**config.mk**
```make
export PLATFORM = sky130hd
export DESIGN_NAME = ifu_prefetch_buf
export DESIGN_NICKNAME = d
export VERILOG_FILES = /design/src/rtl/ifu_prefetch_buf.sv
export SDC_FILE = /design/constraint.sdc
export NUM_CORES = 1
export LEC_CHECK = 0
export BUFFER_PORTS_ARGS = -buffer_cell sky130_fd_sc_hd__buf_2
export CORE_ASPECT_RATIO = 0.7
export CORE_MARGIN = 5
export CORE_UTILIZATION = 45
export DETAILED_ROUTE_END_ITERATION = 8
export GPL_TIMING_DRIVEN = 0
export PLACE_DENSITY = 0.7
export REMOVE_ABC_BUFFERS = 1
export SLEW_MARGIN = 20
export SYNTH_ARGS = -nofsm -noshare
export SYNTH_HDL_FRONTEND = slang
export SYNTH_SLANG_ARGS = --single-unit
export TNS_END_PERCENT = 50
```
**constraint.sdc**
```tcl
create_clock -name clk -period 3.8 [get_ports clk]
set_input_delay 0.76 -clock clk [delete_from_list [all_inputs] [get_ports clk]]
set_output_delay 0.76 -clock clk [all_outputs]
set_load 0.03 [all_outputs]
```
**src/rtl/ifu_prefetch_buf.sv**
```systemverilog
// Instruction-fetch prefetch buffer: issues sequential reads to a 1-cycle
// synchronous instruction ROM, queues the returned words with their PCs in a
// small FIFO and presents the head to decode over a valid/ready handshake.
// A jump from execute flushes the FIFO, drops any in-flight read and redirects.
module ifu_prefetch_buf #(
  parameter int                ADDR_W   = 32,
  parameter int                DATA_W   = 32,
  parameter int                DEPTH    = 4,    // power of two, >= 2
  parameter logic [ADDR_W-1:0] RESET_PC = '0
) (
  input  logic              clk,
  input  logic              rst,          // asynchronous, active-low
  output logic              rom_rd_en_o,
  output logic [ADDR_W-1:0] rom_addr_o,
  input  logic [DATA_W-1:0] rom_data_i,
  input  logic              jump_en_i,
  input  logic [ADDR_W-1:0] jump_addr_i,
  output logic              inst_valid_o,
  input  logic              inst_ready_i,
  output logic [DATA_W-1:0] inst_o,
  output logic [ADDR_W-1:0] inst_addr_o
);

  localparam int PTR_W = $clog2(DEPTH);
  localparam int CNT_W = PTR_W + 1;
  localparam logic [DATA_W-1:0] NOP_INST   = DATA_W'(32'h0000_0013);
  localparam logic [ADDR_W-1:0] RESET_PC_A = {RESET_PC[ADDR_W-1:2], 2'b00};

  // Fetch state
  logic [ADDR_W-1:0] r_pc;
  logic              r_inflight;
  logic [ADDR_W-1:0] r_inflight_pc;

  // FIFO state
  logic [PTR_W-1:0]  r_wr_ptr;
  logic [PTR_W-1:0]  r_rd_ptr;
  logic [CNT_W-1:0]  r_count;
  logic [DATA_W-1:0] r_mem_inst [DEPTH];
  logic [ADDR_W-1:0] r_mem_addr [DEPTH];

  logic [CNT_W:0]    w_credit;
  logic              w_issue;
  logic              w_push;
  logic              w_pop;
  logic              w_nonempty;
  logic [1:0]        w_unused_jump_lsb;

  // Target is forced word-aligned, so the two low bits are intentionally dropped.
  assign w_unused_jump_lsb = jump_addr_i[1:0];

  // Slots already spoken for: entries held plus the read whose data arrives next
  // cycle. Same-cycle pops are not credited so the ROM strobe never depends on
  // inst_ready_i. Gating with rst keeps the strobe low while reset is asserted.
  assign w_credit   = {1'b0, r_count} + {{CNT_W{1'b0}}, r_inflight};
  assign w_issue    = rst & ~jump_en_i & (w_credit < (CNT_W+1)'(DEPTH));
  assign w_push     = r_inflight & ~jump_en_i;
  assign w_nonempty = (r_count != '0);
  assign w_pop      = w_nonempty & inst_ready_i & ~jump_en_i;

  assign rom_rd_en_o  = w_issue;
  assign rom_addr_o   = r_pc;
  assign inst_valid_o = w_nonempty;
  assign inst_o       = w_nonempty ? r_mem_inst[r_rd_ptr] : NOP_INST;
  assign inst_addr_o  = w_nonempty ? r_mem_addr[r_rd_ptr] : '0;

  // PC advance, redirect and tracking of the single outstanding ROM read
  always_ff @(posedge clk or negedge rst) begin
    if (!rst) begin
      r_pc          <= RESET_PC_A;
      r_inflight    <= 1'b0;
      r_inflight_pc <= '0;
    end else if (jump_en_i) begin
      r_pc       <= {jump_addr_i[ADDR_W-1:2], 2'b00};
      r_inflight <= 1'b0;
    end else begin
      r_inflight <= w_issue;
      if (w_issue) begin
        r_pc          <= r_pc + ADDR_W'(4);
        r_inflight_pc <= r_pc;
      end
    end
  end

  // FIFO pointers and occupancy; a jump flushes and ignores any pop that cycle
  always_ff @(posedge clk or negedge rst) begin
    if (!rst) begin
      r_wr_ptr <= '0;
      r_rd_ptr <= '0;
      r_count  <= '0;
    end else if (jump_en_i) begin
      r_wr_ptr <= '0;
      r_rd_ptr <= '0;
      r_count  <= '0;
    end else begin
      if (w_push) r_wr_ptr <= r_wr_ptr + PTR_W'(1);
      if (w_pop)  r_rd_ptr <= r_rd_ptr + PTR_W'(1);
      r_count <= r_count + CNT_W'(w_push) - CNT_W'(w_pop);
    end
  end

  // FIFO storage: the ROM word is paired with the PC it was fetched from
  always_ff @(posedge clk) begin
    if (w_push) begin
      r_mem_inst[r_wr_ptr] <= rom_data_i;
      r_mem_addr[r_wr_ptr] <= r_inflight_pc;
    end
  end

endmodule

```
==> results of run 1 <==
==> cells in the mapped netlist (3+ instances only) <==
cell	count	area, um2
xor2_1	3	26.28
nand2_1	14	52.55
ha_1	8	100.1
or4_1	25	187.7
a31oi_1	17	106.4
inv_1	11	41.29
o41ai_1	3	26.28
o211ai_1	4	30.03
nor2_1	30	112.6
nand4_1	10	62.56
and2_1	63	394.1
xnor2_1	3	26.28
and4_1	4	35.03
and3_1	4	25.02
nor2b_1	7	43.79
buf_2	15	75.07
clkbuf_1	26	97.59
o21ai_0	10	50.05
or2_2	3	18.77
buf_4	4	30.03
a221oi_1	4	35.03
mux2_2	30	337.8
edfxtp_1	248	7447
nand3_1	28	140.1
mux4_2	62	1396
dfrtp_1	68	1702
o31ai_1	13	97.59
==> kinds of logic (layout without fill, tap and decap cells) <==
logic type | count (synthesis) | in the layout
flip-flops | 316 | 316
adder cells (fa/ha/maj) | 9 | 9
buffers and inverters | 59 | 240
other | 1 | 5
XOR/XNOR | 6 | 6
multiplexers | 94 | 94
AO/OA/AOI/OAI | 64 | 64
AND/OR/NAND/NOR | 202 | 202
==> worst max-delay path, stage by stage, from the launching register on <==
cell	delay, ns
dfrtp_1	0.49
ha_1	0.29
o211ai_2	0.18
a32oi_2	0.63
buf_6	0.25
nor2_4	0.06
buf_2	0.21
==> final timing paths <==
path                            slack [ns]           endpoint             start
max in group asynchronous             3.12        r_rd_ptr[0]               rst
worst min register to register        0.52   r_mem_addr[1][8]  r_inflight_pc[8]
worst max-delay path                  0.37        rom_rd_en_o        r_count[1]
worst max register to register        0.77         r_count[2]        r_count[0]
worst min-delay path                  0.08  r_inflight_pc[13]               rst
min in group clk                      0.40      rom_addr_o[2]    jump_addr_i[2]
==> timing repair <==
item,in CTS,in global routing
endpoints found under the setup margin,1,60
hold buffers,0,0
pin swaps,1,0
resized for setup,0,1
hold endpoints to repair,0,0
setup buffers,1,0
==> power breakdown <==
| group | total [mW] | switching, mW | internal (mW) |
|---|---|---|---|
| Combinational | 2.66 | 1.61 | 1.05 |
| Clock | 3.05 | 1.27 | 1.78 |
| Sequential | 4.49 | 0.348 | 4.14 |
| Total | 10.2 | 3.23 | 6.97 |
==> metal layers <==
metal	vias to the layer above	GRT usage (%)	share of wire (%)
met2	228	27.15	46
met1	3807	26.67	45
met5	-	0	0
li1	3309	-	-
met4	0	3.259	1.7
met3	39	3.787	6.8
==> flip-flops by register name, summed over array words and instances, names as in the netlist <==
signal	count
r_mem_inst	128
r_inflight	1
r_wr_ptr	2
r_rd_ptr	2
r_count	3
rom_addr_o	30
r_mem_addr	120
r_inflight_pc	30
==> final cells by class <==
class / count / area (um2) / area share (%)
Multi-Input combinational cell: 379 / 3626 / 23.57
Inverter: 11 / 43.79 / 0.2847
Timing Repair Buffer: 172 / 1061 / 6.898
Antenna cell: 1 / 2.502 / 0.01627
Clock inverter: 12 / 120.1 / 0.7809
Tap cell: 378 / 473.0 / 3.075
Clock buffer: 45 / 899.6 / 5.848
Sequential cell: 316 / 9156 / 59.52
==> metrics by stage <==
step           setup TNS, ns  setup slack (ns)  cells  total power [mW]
2_1_floorplan         -24.84           -0.4950    706             6.319
3_3_place_gp         -426.48            -3.437   1243             7.238
3_5_place_dp               0            0.1077   1254             7.274
4_1_cts                    0           0.05602   1312             10.34
5_1_grt                    0            0.2037   1314             10.68
6_report                   0            0.3710   1314             10.20
==> results.cfg, run 1 <==
[outcome]
outcome = complete, no violations

[yosys]
synth-edff-count = 248
yosysWarnings = 0
synth_simple_gate_area_share_pct = 9.199
synth_top_family_by_area = multiplexers
synth-xor-area-share_pct = 0.4045
syn-cell-area_um2 = 12990
synth_compound_area_share_pct = 3.487
synthDistinctLibCells = 52
syn_avg_cell_area_um2 = 17.30
synth_adder_area_share_pct = 0.9247
ys_ff_latch = 316
synthCells = 751
seq_area_frac_synth_pct = 70.43
synth_mux_area_share_pct = 13.50
synthFlopType = edfxtp_1
async_flop_share_pct = 21.52

[final_layout]
final_cell_mix = edfxtp_1, buf_2, dfrtp_1, mux4_2, and2_1
area.growth.synth_to_final_pct = 18.42
final_core_util_pct = 53.61
fill_cells = 2314
drive_gt1_share_pct = 35.61
design_area_um2 = 15380
nets = 988
final_common_cell = edfxtp_1

[die]
dieWidth_um = 213.1
die_h_um = 152.2
start_util_pct = 45.27
core_area_um2 = 28690
fp.dieArea_um2 = 32420
rows = 52
ios = 166

[detailed_routing]
final_antenna_net_count = 0
drc = 0
wl_per_cell_um = 21.96
firstDrtPassIters = 5
wirelength_um = 28860
vias_per_cell = 5.619
vias = 7383
drtIter0Drc = 481

[sta]
clock.fmax_mhz = 291.6
period_share_pct = 90.24
relSlewSlack_pct = 45.89
rsz0062_at_grt = no
fin_skew_ns = 0.01958
finalCriticalPeriod_ns = 3.429
setup_viol = 0
slew_violations = 0
hold_viol = 0
tightestPinTransition_ns = 0.8117
hold_ws_ns = 0.07763

[placed_design]
port_buffers = 159
gp_congestion = 0.7900
dpl_cell_area_um2 = 14340
place_hpwl_um = 18340

[worst_setup_path]
end_kind = output pin
cp_max_fo = 13
critPathRequiredTime_ns = 3.04
cp.arrival_ns = 2.67
r2r_cells = 11
worstSetupStartpointType = flop
path_class = flop to output pin

[grt]
grt_max_degree = 63
grt_pass1_wl_um = 44790
grt.total_usage_pct = 17.70
antenna_found_initial = 1
grt_pass1_vias = 7520
grt_overflow = 0

[clock_network]
cts_inserted_buffers = 31
cts_tree = yes
h-tree-depth = 1
root_buffer = clkbuf_16
clk_latency_ns = 0.57
cts_buffer_depth = 3
clkTransAtPathRegs_ns = 0.06
clkSinkCount = 316

[min_path]
hold_class = input port to async pin

[power_and_ir_drop]
p_per_area_nw_per_um2 = 662.9
vdd_drop_max_mv = 0.4874
p_leak_nw = 5.403

[job]
cap_violations = 0
No activity file was read; power rests on OpenSTA's default activity.
==> inputs of run 2 (changes only) <==
==> constraint.sdc (replaced) <==
create_clock -name clk -period 3.8 [get_ports clk]
set_input_delay 1.14 -clock clk [delete_from_list [all_inputs] [get_ports clk]]
set_output_delay 1.14 -clock clk [all_outputs]
set_load 0.03 [all_outputs]
==> run 2 against run 1 <==
Effect of this change:
- die area stayed put
- global-route usage barely moved
- combinational power increased by 3%
- sequential power about the same
- utilization increased by 0.26 points
- clock power hardly changed
- power grew 0.59%
- via count about the same
- critical path depth increased by 1
- non-clock buffer count up 3
- count of clock-buffer cells in the layout did not move
==> results.cfg, run 2 (synthesized netlist as in run 1, its figures left out) <==
[die]
ios = 166
dieWidth_um = 213.1
die_h_um = 152.2
start_util_pct = 45.27
rows = 52
core_area_um2 = 28690
fp.dieArea_um2 = 32420

[final_layout]
largest_register = r_mem_inst
area.growth.synth_to_final_pct = 18.98
largest_reg_flops = 128
drive_gt1_share_pct = 35.93
nets = 991
fill_cells = 2310
final_core_util_pct = 53.87
final_common_cell = edfxtp_1
final_cell_mix = edfxtp_1, buf_2, dfrtp_1, mux4_2, and2_1
largestRegisters = r_mem_inst: 128 flops, r_mem_addr: 120 flops
design_area_um2 = 15460

[sta]
rsz0062_at_grt = no
slew_violations = 0
tightestPinTransition_ns = 0.8383
relSlewSlack_pct = 44.11
clock.fmax_mhz = 273.5
hold_viol = 0
hold_ws_ns = 0.4069
finalCriticalPeriod_ns = 3.657
period_share_pct = 96.23
fin_skew_ns = 0.01811
setup_viol = 0
fin_setup_tns_ns = 0

[worst_setup_path]
critPathRequiredTime_ns = 2.66
cp_max_fo = 55
worstSetupStartpointType = input port
path_class = input port to output pin
end_kind = output pin
cp.arrival_ns = 2.52

[placed_design]
gp_congestion = 0.7900
dpl_cell_area_um2 = 14340
place_hpwl_um = 18340
port_buffers = 159

[grt]
grt.total_usage_pct = 17.73
grt_pass1_vias = 7528
antenna_found_initial = 1
grt_max_degree = 63
grt_overflow = 0
grt_pass1_wl_um = 44930

[outcome]
outcome = complete, no violations

[clock_network]
root_buffer = clkbuf_16
clkTransAtPathRegs_ns = 0.06
hold_buffers = 0
clkSinkCount = 316
clk_latency_ns = 0.57
cts_inserted_buffers = 31
cts_buffer_depth = 3
h-tree-depth = 1
cts_tree = yes

[detailed_routing]
wl_per_cell_um = 22.03
drc = 0
drtIter0Drc = 481
final_antenna_net_count = 0
vias_per_cell = 5.607
vias = 7385
firstDrtPassIters = 5
wirelength_um = 29010

[power_and_ir_drop]
p_per_area_nw_per_um2 = 663.6
power_mw = 10.26
vdd_drop_max_mv = 0.4826
p_leak_nw = 5.426

[min_path]
hold_class = input port to async pin

[job]
cap_violations = 0
[run 2: cell type report]
cell class / instances / area, um2 / area share (%)
well taps: 378 / 473.0 / 3.060
inverters: 11 / 43.79 / 0.2833
multi-input cells: 379 / 3649 / 23.61
clock buffers: 45 / 899.6 / 5.820
flip-flops and latches: 316 / 9156 / 59.24
diodes: 1 / 2.502 / 0.01619
repair buffers: 175 / 1112 / 7.197
clock inverters: 12 / 120.1 / 0.7771
[run 2: layer usage]
metal	GRT usage [%]	part of all wire [%]	vias to the layer above
met5	0	0	-
met4	3.107	1.5	0
met3	3.766	6.5	35
met2	27.33	46	220
met1	26.69	46	3808
li1	-	-	3322
[run 2: critical path, stage by stage]
cell and delay [ns]:
buf_6 0.21, buf_16 0.29, and3_4 0.26, a32oi_4 0.07, buf_6 0.19, nor2_4 0.13
buf_4 0.19
[run 2: power by group]
part           leakage, nW  switching, mW  internal (mW)
combinational         1.93           1.64           1.09
sequential            3.00          0.334           4.14
clock                0.498           1.27           1.78
total                 5.43           3.25           7.01
[run 2: repair_timing]
action | 4_1_cts | 5_1_grt
setup endpoints to repair | 62 | 46
buffers inserted | 1 | 3
pin swaps | 2 | 1
resized for setup | 6 | 1
[run 2: final timing paths]
check                                      start           endpoint  slack (ns)  cells after the start
worst max-delay path                         rst        rom_rd_en_o        0.14                      7
worst min-delay path                         rst  r_inflight_pc[13]        0.41                      1
worst max register to register        r_count[0]         r_count[2]        0.97                     11
worst min register to register  r_inflight_pc[8]   r_mem_addr[1][8]        0.52                      0
max in group asynchronous                    rst        r_rd_ptr[0]        2.82                      2
min in group clk                r_inflight_pc[8]   r_mem_addr[1][8]        0.52                      0
[run 2: through the flow]
step / worst slack (ns) / instances
5_1_grt: 0.02761 / 1317
3_3_place_gp: -4.197 / 1243
6_report: 0.1433 / 1317
2_1_floorplan: -0.8750 / 706
3_5_place_dp: -0.6523 / 1254
4_1_cts: 0.001409 / 1312
